**config.mk**
```make
export PLATFORM = sky130hd
export DESIGN_NAME = dds_cmd_ctrl
export DESIGN_NICKNAME = d
export VERILOG_FILES = /design/src/rtl/dds_cmd_pkg.sv /design/src/rtl/dds_cmd_chksum.sv /design/src/rtl/dds_cmd_ctrl.sv
export SDC_FILE = /design/constraint.sdc
export NUM_CORES = 1
export LEC_CHECK = 0
export CORE_AREA = 8 8 149 151
export DETAILED_ROUTE_END_ITERATION = 6
export DIE_AREA = 0 0 157 159
export GPL_TIMING_DRIVEN = 0
export RECOVER_POWER = 100
export SLEW_MARGIN = 20
export SYNTH_ARGS = -nofsm -noshare
export SYNTH_HDL_FRONTEND = slang
export SYNTH_SLANG_ARGS = --single-unit
```
**constraint.sdc**
```tcl
create_clock -name sys_clk -period 2.1 [get_ports sys_clk]
set_clock_uncertainty 0.05 [all_clocks]
set_input_delay 0.21 -clock sys_clk [delete_from_list [all_inputs] [get_ports sys_clk]]
set_output_delay 0.21 -clock sys_clk [all_outputs]
set_load 0.1 [all_outputs]
```
**src/rtl/dds_cmd_pkg.sv**
```systemverilog
// Shared constants, FSM states and the DDS parameter bundle
// for the command decoder / DDS register bank.
package dds_cmd_pkg;

  localparam logic [7:0] OP_FTW    = 8'h01;
  localparam logic [7:0] OP_PHASE  = 8'h02;
  localparam logic [7:0] OP_AMP    = 8'h03;
  localparam logic [7:0] OP_WAVE   = 8'h04;
  localparam logic [7:0] OP_OUTEN  = 8'h05;
  localparam logic [7:0] OP_COMMIT = 8'h08;
  localparam logic [7:0] OP_CLEAR  = 8'h0F;

  localparam logic [3:0] ACK_PFX  = 4'hA;
  localparam logic [7:0] NAK_BYTE = 8'hEE;

  typedef enum logic [1:0] {
    S_IDLE,
    S_CHECK,
    S_EXEC,
    S_ACK
  } state_e;

  typedef enum logic [1:0] {
    WAVE_SINE = 2'd0,
    WAVE_SQR  = 2'd1,
    WAVE_TRI  = 2'd2,
    WAVE_SAW  = 2'd3
  } wave_e;

  typedef struct packed {
    logic [31:0] ftw;
    logic [15:0] phase;
    logic [15:0] amp;
    wave_e       wave;
    logic        en;
  } dds_par_t;

  function automatic logic op_known(
    input logic [7:0] op
  );
    return op inside {
      OP_FTW, OP_PHASE, OP_AMP,
      OP_WAVE, OP_OUTEN,
      OP_COMMIT, OP_CLEAR
    };
  endfunction

endpackage

```
**src/rtl/dds_cmd_chksum.sv**
```systemverilog
// XOR reduction of the opcode byte and the four payload bytes.
module dds_cmd_chksum (
  input  logic [7:0]  a,
  input  logic [15:0] b,
  input  logic [15:0] c,
  output logic [7:0]  sum
);

  assign sum = a ^ b[15:8] ^ b[7:0]
             ^ c[15:8] ^ c[7:0];

endmodule

```
**src/rtl/dds_cmd_ctrl.sv**
```systemverilog
// Packet decoder + shadow/active DDS register bank with ACK/NAK reply.
// Optional checksum verification: define DDS_CMD_CHKSUM_EN.
module dds_cmd_ctrl
  import dds_cmd_pkg::*;
#(
  parameter logic [31:0] FTW_RST    = 32'h0000_0000,
  parameter logic [15:0] AMP_RST    = 16'hFFFF,
  parameter int          TX_TIMEOUT = 50000
) (
  input  logic        sys_clk,
  input  logic        sys_rst,
  input  logic        recv_done,
  input  logic [7:0]  dataA,
  input  logic [15:0] dataB,
  input  logic [15:0] dataC,
  input  logic [7:0]  dataD,
  output logic [31:0] ftw,
  output logic [15:0] phase_ofs,
  output logic [15:0] amp,
  output logic [1:0]  wave_sel,
  output logic        out_en,
  output logic        update_pulse,
  output logic [7:0]  tx_data,
  output logic        tx_valid,
  input  logic        tx_ready,
  output logic        busy,
  output logic [7:0]  err_cnt
);

  localparam int TW =
    (TX_TIMEOUT > 1) ? $clog2(TX_TIMEOUT) : 1;

  localparam dds_par_t PAR_RST = '{
    ftw:   FTW_RST,
    phase: 16'h0000,
    amp:   AMP_RST,
    wave:  WAVE_SINE,
    en:    1'b0
  };

  state_e   state, nxt;
  dds_par_t sh, act;

  logic [7:0]    a_q;
  logic [15:0]   b_q, c_q;
  logic          ok_q, chk_ok;
  logic [TW-1:0] tmr;
  logic          tmr_done;
  logic          latch, exec, err_inc;

`ifdef DDS_CMD_CHKSUM_EN
  logic [7:0] d_q, sum;

  dds_cmd_chksum u_chk (
    .a   (a_q),
    .b   (b_q),
    .c   (c_q),
    .sum (sum)
  );

  assign chk_ok = (sum == d_q);

  always_ff @(posedge sys_clk) begin
    if (sys_rst)    d_q <= '0;
    else if (latch) d_q <= dataD;
  end
`else
  logic unused_d;

  assign unused_d = ^dataD;
  assign chk_ok   = 1'b1;
`endif

  assign tmr_done = (tmr == TW'(TX_TIMEOUT - 1));

  always_ff @(posedge sys_clk) begin
    if (sys_rst) state <= S_IDLE;
    else         state <= nxt;
  end

  always_comb begin
    nxt     = state;
    latch   = 1'b0;
    exec    = 1'b0;
    err_inc = 1'b0;
    case (state)
      S_IDLE:
        if (recv_done) begin
          nxt   = S_CHECK;
          latch = 1'b1;
        end
      S_CHECK: nxt = S_EXEC;
      S_EXEC: begin
        nxt     = S_ACK;
        exec    = 1'b1;
        err_inc = !ok_q;
      end
      S_ACK:
        if (tx_ready) begin
          nxt = S_IDLE;
        end else if (tmr_done) begin
          nxt     = S_IDLE;
          err_inc = 1'b1;
        end
      default: nxt = S_IDLE;
    endcase
    // a packet arriving mid-transaction is lost
    if (recv_done && state != S_IDLE)
      err_inc = 1'b1;
  end

  always_ff @(posedge sys_clk) begin
    if (sys_rst) begin
      a_q          <= '0;
      b_q          <= '0;
      c_q          <= '0;
      ok_q         <= 1'b0;
      tmr          <= '0;
      err_cnt      <= '0;
      tx_data      <= '0;
      update_pulse <= 1'b0;
      sh           <= PAR_RST;
      act          <= PAR_RST;
    end else begin
      update_pulse <= 1'b0;
      if (latch) begin
        a_q <= dataA;
        b_q <= dataB;
        c_q <= dataC;
      end
      if (state == S_CHECK)
        ok_q <= op_known(a_q) && chk_ok;
      if (state == S_ACK) tmr <= tmr + 1'b1;
      else                tmr <= '0;
      if (err_inc && err_cnt != 8'hFF)
        err_cnt <= err_cnt + 8'd1;
      if (exec) begin
        if (!ok_q) begin
          tx_data <= NAK_BYTE;
        end else begin
          tx_data <= {ACK_PFX, a_q[3:0]};
          unique case (1'b1)
            a_q == OP_FTW:
              sh.ftw <= {b_q, c_q};
            a_q == OP_PHASE:
              sh.phase <= b_q;
            a_q == OP_AMP:
              sh.amp <= c_q;
            a_q == OP_WAVE:
              sh.wave <= wave_e'(c_q[1:0]);
            a_q == OP_OUTEN:
              sh.en <= c_q[0];
            a_q == OP_COMMIT: begin
              act          <= sh;
              update_pulse <= 1'b1;
            end
            a_q == OP_CLEAR: begin
              sh           <= PAR_RST;
              act          <= PAR_RST;
              update_pulse <= 1'b1;
            end
            default: ;
          endcase
        end
      end
    end
  end

  assign ftw       = act.ftw;
  assign phase_ofs = act.phase;
  assign amp       = act.amp;
  assign wave_sel  = act.wave;
  assign out_en    = act.en;
  assign busy      = (state != S_IDLE);
  assign tx_valid  = (state == S_ACK);

endmodule

```
==> metrics.cfg, run 1 <==
[synth]
yosysSeqAreaShare=0.537
yosys-top-cells-count=dfxtp_1, nand2_1, a21oi_1
syn_area_per_cell_um2=9.30
ys_ff_latch=208
synth_area_leaders=dfxtp_1, nand2_1, a21oi_1
syn_area_um2=7750
yosysUniqueCellTypes=50
synth_top_cell_area_share=0.537
synthCells=834
synthMostInstantiatedCell=dfxtp_1
synthArstFlopShare=0
syn_nets=893
yosysTopAreaCell=dfxtp_1
synthFlopType=dfxtp_1
synth-edff-count=0
synth_warnings=0

[run]
cap_violations=0

[grt]
grt_pass1_wl_mm=32.8
grt_pass1_vias=6249
grt_max_degree=14
grt-ovfl-total=0
grt_antenna_before_repair=0
track_usage=0.161

[final_layout]
layout.nets=1054
area_growth_syn_to_layout_pct=26.6
drive_gt1_frac=0.119
fillerInstances=1982
stdcell_count=1282

[hold_path]
hold_path_class=primary input to register
min_path_cells=2

[sta]
setup_slack_ns=0.0751
slew_headroom=0.173
setup_viol=0
finalHoldViolCount=0
rsz0062_at_grt=false
timing.fmax_mhz=494
slew_violations=0
post-route-period-util=0.964
period_minus_slack_ns=2.02
tightestPinTransition_ns=1.25

[worst_setup_path]
r2r_slack_ns=0.12
crit_arrival_ns=1.76
cp.depth=1
start_kind=register
slowest_stage=clkbuf_1
crit_chain=clkbuf_1
crit_path_end_kind=output port
cp_num_buf_inv=1
crit_type=register to output port
cp_top_family=buffers and inverters
critPathRequiredTime_ns=1.84
critical-path-max-stage-delay_ns=0.88
r2r.worst_path.cells=6
cp_max_fo=2

[cts]
cts_sinks=208
clockRootBuffer=clkbuf_16
cts_buffer_depth=3
cts_buffers=22
h-tree-depth=1
clk_pin_slew_ns=0.06
cts_tree=done
holdBufCountCts=0
clk_latency_ns=0.51

[placed_design]
io_buffer_count=127
dp.cells=1231
gp_congestion=0.812
pre_cts_ws_ns=-0.199
dp_hpwl_mm=14.9

[die]
start_util=0.391
core_region_area_um2=19800
die_area_um2=25000
dieWidth_um=157
die_h_um=159
fp-row-count=52
ioPinCount=138

[drt]
drc_errors=0
ant_nets=0
first_pass_iters=4
via_per_inst=4.91
wirelength_mm=20.7
num_vias=6299
drtIter0Drc=209
wl_per_cell_um=16.1

[power]
vdd_drop_max_mv=0.923
power.leakage_nw=3.62
powerDensity_nw_per_um2=1030

[status]
outcome=finished, final reports clean

layer usage:
| layer | vias to the layer above | global-route usage | wire length (µm) | share of wire |
|---|---|---|---|---|
| li1 | 3231 | - | - | - |
| met1 | 2888 | 0.204 | 9600 | 0.46 |
| met2 | 140 | 0.267 | 9370 | 0.45 |
| met3 | 40 | 0.0437 | 1170 | 0.057 |
| met4 | 0 | 0.0402 | 509 | 0.025 |
| met5 | - | 0 | 0 | 0 |
worst paths after layout:
check | startpoint | to
worst min register to register | sh[40]$_SDFFE_PP0P_ | sh[40]$_SDFFE_PP0P_
worst max register to register | tmr[0]$_SDFF_PP0_ | err_cnt[5]$_SDFFE_PP0P_
worst min-delay path | sys_rst | update_pulse$_SDFF_PP0_
worst max-delay path | ftw[1]$_SDFFE_PP0P_ | ftw[1]
area by class of cell:
class / instances / area (µm²) / share of cell area
clock buffers: 33 / 672 / 0.0684
repair buffers: 138 / 855 / 0.0870
well taps: 270 / 338 / 0.0344
plain buffers: 64 / 403 / 0.0410
inverters: 9 / 33.8 / 0.00344
multi-input cells: 552 / 3240 / 0.330
clock inverters: 7 / 96.3 / 0.00981
diodes: 1 / 2.50 / 0.000255
flip-flops and latches: 208 / 4180 / 0.425
registers in the layout (all words and copies together), names as in the netlist, 2 cells and up:
name,cells
sh,67
ftw,32
amp,16
b_q,16
c_q,16
phase_ofs,16
tmr,16
a_q,8
err_cnt,8
tx_data,6
state,2
wave_sel,2
what timing repair did:
item,in CTS,in global routing
pin swaps,0,1
gates resized for setup,108,20
cloned,1,1
setup buffers,1,8
endpoints found under the hold margin,0,0
endpoints found under the setup margin,186,151
stage by stage:
step	total power [mW]	TNS (ns)	utilization	hold WS [ns]	instance area, µm²
floorplan	5.62	0	-	0.296	7760
global placement	6.12	-7.05	0.472	0.390	9370
detailed placement	6.13	-9.33	0.472	0.394	9370
CTS	10.1	0	0.510	0.00955	10100
global route	10.5	0	0.495	0.185	9820
finish	10.1	0	0.495	0.120	9820
layout by cell type, fill, tap and decap left out, drive strengths merged, types with 6 or more instances in the layout:
| cell | synthesis | layout |
|---|---|---|
| dfxtp | 208 | 208 |
| clkbuf | 29 | 151 |
| nand2 | 139 | 139 |
| a21oi | 96 | 96 |
| nand3 | 58 | 58 |
| nor2 | 54 | 54 |
| a22o | 51 | 51 |
| clkdlybuf4s50 | 0 | 42 |
| buf | 36 | 37 |
| nor3 | 22 | 22 |
| o22a | 16 | 16 |
| o21bai | 16 | 16 |
| inv | 9 | 9 |
| nand2b | 8 | 8 |
| and3 | 8 | 8 |
| xor2 | 7 | 7 |
| ha | 7 | 7 |
| nor2b | 6 | 6 |
| mux2 | 6 | 6 |
| xnor2 | 6 | 6 |
logic make-up after synthesis:
kind of cell               share of synthesized area
and+or+nand+nor                                0.192
buffers and inverters                         0.0547
xor gates and xnor gates                      0.0147
AOI/OAI and AO/OA                              0.174
DFF                                            0.537
other                                       0.000484
adders and majority gates                     0.0113
muxes                                         0.0152
power by group:
| part | switching [mW] | internal (mW) |
|---|---|---|
| logic | 1.22 | 0.508 |
| registers | 0.203 | 4.15 |
| clock network | 1.55 | 2.46 |
| total | 2.97 | 7.12 |
Power figures use the tool's default switching activity.
==> inputs of run 2 (changes only) <==
--- a/config.mk
+++ b/config.mk
@@ -8,7 +8,6 @@
 export CORE_AREA = 8 8 149 151
 export DETAILED_ROUTE_END_ITERATION = 6
 export DIE_AREA = 0 0 157 159
-export GPL_TIMING_DRIVEN = 0
 export RECOVER_POWER = 100
 export SLEW_MARGIN = 20
 export SYNTH_ARGS = -nofsm -noshare
==> run 2 against run 1 <==
Effect of this change:
- routed wire length fell by 4.0%
- core utilization fell by 0.84 points
- critical path depth rose by 5
- highest routed layer unchanged
- worst hold slack got worse by 0.085 ns
- combinational power fell by 2%
- largest power group unchanged
==> metrics.cfg, run 2 (same netlist as run 1, synthesis figures left out) <==
[cts]
clk_pin_slew_ns=0.06
clockRootBuffer=clkbuf_16
cts_buffers=23
clk_latency_ns=0.49
cts_tree=done
cts_sinks=208
h-tree-depth=1
cts_buffer_depth=3

[final_layout]
largestRegisters=sh: 67 flops, ftw: 32 flops
area_growth_syn_to_layout_pct=24.5
regMostFlops=sh
fillerInstances=1974
stdcell_count=1233
drive_gt1_frac=0.174
final_cell_mix=dfxtp_1, nand2_1, a21oi_1, clkbuf_2, nand3_1
stdcell_area_um2=9650
largest_register_ffs=67
layout.nets=1009
final_common_cell=dfxtp_1
antenna_cells=0

[power]
total_power_mw=10.0
vdd_drop_max_mv=0.944
powerDensity_nw_per_um2=1040
power.leakage_nw=3.75

[die]
dieWidth_um=157
start_util=0.391
ioPinCount=138
die_h_um=159
die_area_um2=25000
core_region_area_um2=19800
fp-row-count=52

[worst_setup_path]
crit_path_end_kind=register
critPathRequiredTime_ns=2.42
crit_arrival_ns=2.26
crit_type=register to register
cp_max_fo=51
start_kind=register

[drt]
via_per_inst=4.95
drtIter0Drc=287
drc_errors=0
wirelength_mm=19.8
ant_nets=0
wl_per_cell_um=16.1
first_pass_iters=4
num_vias=6108

[sta]
whs_ns=0.0354
setup_viol=0
slew_violations=0
tns_ns=0
timing.fmax_mhz=516
tightestPinTransition_ns=0.614
period_minus_slack_ns=1.94
finalHoldViolCount=0
post-route-period-util=0.922
slew_headroom=0.591
rsz0062_at_grt=false

[placed_design]
gp_congestion=0.769
dp_hpwl_mm=13.1
dp.cells=1193
placed_area_um2=9100
io_buffer_count=128

[grt]
grt_pass1_wl_mm=31.1
grt_antenna_before_repair=0
grt_max_degree=75
grt-ovfl-total=0
grt_pass1_vias=5845
track_usage=0.150

[run]
cap_violations=0

[hold_path]
hold_path_class=primary input to register

[status]
outcome=finished, final reports clean

==> run 2: cell types whose count changed in the layout (fill, tap and decap cells not counted), moves of 6 or more <==
| cell | delta |
|---|---|
| clkbuf_2 | +76 |
| buf_12 | +8 |
| buf_2 | -6 |
| buf_6 | -15 |
| clkbuf_1 | -101 |
==> run 2: layout make-up <==
type / instances / area (µm²) / share of cell area
well taps: 270 / 338 / 0.0350
multi-input cells: 553 / 3210 / 0.333
clock inverters: 5 / 100 / 0.0104
repair buffers: 155 / 1140 / 0.119
inverters: 9 / 33.8 / 0.00350
clock buffers: 33 / 653 / 0.0677
flip-flops and latches: 208 / 4170 / 0.432
==> run 2: path summary, 6_finish.rpt <==
kind                        from  slack [ns]                    to  cells after the start
max          a_q[7]$_SDFFE_PP0P_        0.16  ftw[10]$_SDFFE_PP0P_                      6
min                      sys_rst        0.04    sh[1]$_SDFFE_PP0P_                      2
max reg2reg  a_q[7]$_SDFFE_PP0P_        0.16  ftw[10]$_SDFFE_PP0P_                      6
min reg2reg  sh[29]$_SDFFE_PP0P_        0.40   sh[29]$_SDFFE_PP0P_                      2
==> run 2: timing repair <==
| action | CTS | global route |
|---|---|---|
| resized for setup | 0 | 10 |
| buffers inserted | 0 | 1 |
| hold buffers | 0 | 0 |
| setup endpoints to repair | 0 | 62 |
| hold endpoints to repair | 0 | 0 |
==> run 2: metrics by stage <==
stage	utilization	worst slack (ns)
detailed placement	0.459	0.0327
CTS	0.497	0.00351
global route	0.486	0.0182
floorplan	-	0.0235
finish	0.486	0.164
global placement	0.459	0.0794
==> run 2: metal layers <==
metal / GRT usage / routed length, µm / vias to the layer above
met4: 0.0323 / 222 / 0
met1: 0.201 / 9350 / 2855
met3: 0.0388 / 1260 / 16
met5: 0 / 0 / -
met2: 0.239 / 9000 / 113
li1: - / - / 3124
==> run 2: worst max-delay path, stage by stage, from the launching register on <==
cell and delay [ns]:
dfxtp_1 0.34, nor4_4 0.34, buf_4 0.18, o2111ai_2 0.21
nor2b_1 0.24, buf_12 0.20, a22o_1 0.25
==> run 2: report_power, final <==
group          switching [mW]  leakage (nW)  internal [mW]
clock network            1.50         0.369           2.51
registers               0.191          1.69           4.15
logic                    1.19          1.70          0.496
total                    2.87          3.75           7.15
==> inputs of run 3 (changes only) <==
==> constraint.sdc (replaced) <==
create_clock -name sys_clk -period 2 [get_ports sys_clk]
set_clock_uncertainty 0.05 [all_clocks]
set_input_delay 0.2 -clock sys_clk [delete_from_list [all_inputs] [get_ports sys_clk]]
set_output_delay 0.2 -clock sys_clk [all_outputs]
set_load 0.1 [all_outputs]
==> run 3 against run 2 <==
Effect of this change:
- sequential power up 5.1%
- clock-buffer cell count up 3
- worst hold slack better by 0.12 ns
- worst setup slack worse by 0.063 ns
- clock power down 3%
- combinational power up 12%
- maximum frequency up 2.0%
==> metrics.cfg, run 3 (same netlist as run 1, synthesis figures left out) <==
[status]
outcome=finished, final reports clean

[grt]
grt_antenna_before_repair=0
grt_pass1_vias=5982
grt_max_degree=54
grt-ovfl-total=0
track_usage=0.154
grt_pass1_wl_mm=31.8

[die]
dieWidth_um=157
ioPinCount=138
start_util=0.391
die_h_um=159
fp-row-count=52
core_region_area_um2=19800
die_area_um2=25000

[worst_setup_path]
cp_max_fo=8
timing.critical_path.to=err_cnt[5]$_SDFFE_PP0P_
r2r_end=err_cnt[5]$_SDFFE_PP0P_
r2r_slack_ns=0.10
slowest_stage=nor4b_1
crit_chain=nor4b_1 > and4_1 > a21oi_2 > nor4_2 > mux2_2
startpoint=tmr[11]$_SDFF_PP0_
crit_type=register to register
critical-path-max-stage-delay_ns=0.35
crit_path_end_kind=register
worstReg2RegStart=tmr[11]$_SDFF_PP0_
start_kind=register
critPathRequiredTime_ns=2.34
r2r.worst_path.cells=5
crit_arrival_ns=2.24

[sta]
timing.fmax_mhz=527
rsz0062_at_grt=false
setup_viol=0
setup_slack_ns=0.101
post-route-period-util=0.950
tightestPinTransition_ns=0.715
period_minus_slack_ns=1.90
tns_ns=0
slew_violations=0
finalHoldViolCount=0
slew_headroom=0.524
whs_ns=0.155

[drt]
drtIter0Drc=257
ant_nets=0
num_vias=6119
wirelength_mm=19.4
wl_per_cell_um=15.6
first_pass_iters=4
via_per_inst=4.90
drc_errors=0

[cts]
clk_latency_ns=0.50
cts_buffers=22
cts_tree=done
holdBufCountCts=0
clockRootBuffer=clkbuf_16
cts_sinks=208
cts_buffer_depth=3
h-tree-depth=1
clk_pin_slew_ns=0.06

[placed_design]
pre_cts_ws_ns=-0.0316
dp.cells=1206
gp_congestion=0.776
dp_hpwl_mm=13.1
io_buffer_count=128

[power]
vdd_drop_max_mv=0.816
powerDensity_nw_per_um2=1060
power.leakage_nw=3.78

[final_layout]
stdcell_count=1248
final_common_cell=dfxtp_1
layout.nets=1021
drive_gt1_frac=0.185
largest_register_ffs=67
final_cell_mix=dfxtp_1, nand2_1, a21oi_1, clkbuf_2, nand3_1
regMostFlops=sh
largestRegisters=sh: 67 flops, ftw: 32 flops
area_growth_syn_to_layout_pct=25.3
antenna_cells=0

[hold_path]
hold_path_class=primary input to register

[run]
cap_violations=0

run 3: cell count changes in the layout (fill, tap and decap cells not counted), sizes merged:
cell,previous run,this run
o211a,2,1
bufinv,3,0
clkinv,2,3
buf,24,36
clkinvlp,0,2
clkbuf,122,127
inv,9,8
run 3: worst min path at each step:
stage | endpoint | slack [ns] | cells past startpoint | from
2_1_floorplan | a_q[3]$_SDFFE_PP0P_ | 0.29 | 2 | dataA[3]
3_3_place_gp | sh[50]$_SDFFE_PP0P_ | 0.39 | 2 | sh[50]$_SDFFE_PP0P_
3_5_place_dp | sh[40]$_SDFFE_PP0P_ | 0.39 | 2 | sh[40]$_SDFFE_PP0P_
4_1_cts | c_q[0]$_SDFFE_PP0P_ | 0.15 | 2 | sys_rst
5_1_grt | c_q[0]$_SDFFE_PP0P_ | 0.18 | 2 | sys_rst
6_report | c_q[0]$_SDFFE_PP0P_ | 0.15 | 2 | sys_rst
run 3: layer usage:
| metal | GRT usage | vias up | routed length, µm |
|---|---|---|---|
| li1 | - | 3165 | - |
| met1 | 0.206 | 2823 | 9180 |
| met2 | 0.243 | 117 | 8820 |
| met3 | 0.0402 | 14 | 1260 |
| met4 | 0.0350 | 0 | 161 |
| met5 | 0 | - | 0 |
run 3: layout make-up:
class	instances	area [µm²]
Clock buffer	36	663
Clock inverter	4	33.8
Fill cell	1961	10100
Inverter	9	37.5
Multi-Input combinational cell	552	3210
Sequential cell	208	4170
Tap cell	270	338
Timing Repair Buffer	169	1260
run 3: critical path: cells and delay by family, from the launching register on:
family | cells | cell delay (ns)
AO/OA/AOI/OAI | 1 | 0.14
multiplexers | 1 | 0.35
AND/OR/NAND/NOR | 3 | 0.91
flip-flops | 1 | 0.34
run 3: repair_timing:
action / in CTS / in global routing
endpoints found under the setup margin: 0 / 89
resized for setup: 0 / 9
setup buffers: 0 / 2
hold endpoints to repair: 0 / 0
run 3: stage by stage:
step                      utilization  power, mW  cell area [µm²]
after floorplan                     -       5.93             7780
after global placement          0.465       6.61             9230
after detailed placement        0.465       6.62             9230
after CTS                       0.500       10.5             9930
after global routing            0.490       10.8             9710
final                           0.490       10.3             9710
run 3: power by group:
part           internal (mW)  switching [mW]  total [mW]
Clock                   2.27            1.60        3.87
Sequential              4.35           0.204        4.56
Combinational          0.616            1.28        1.89
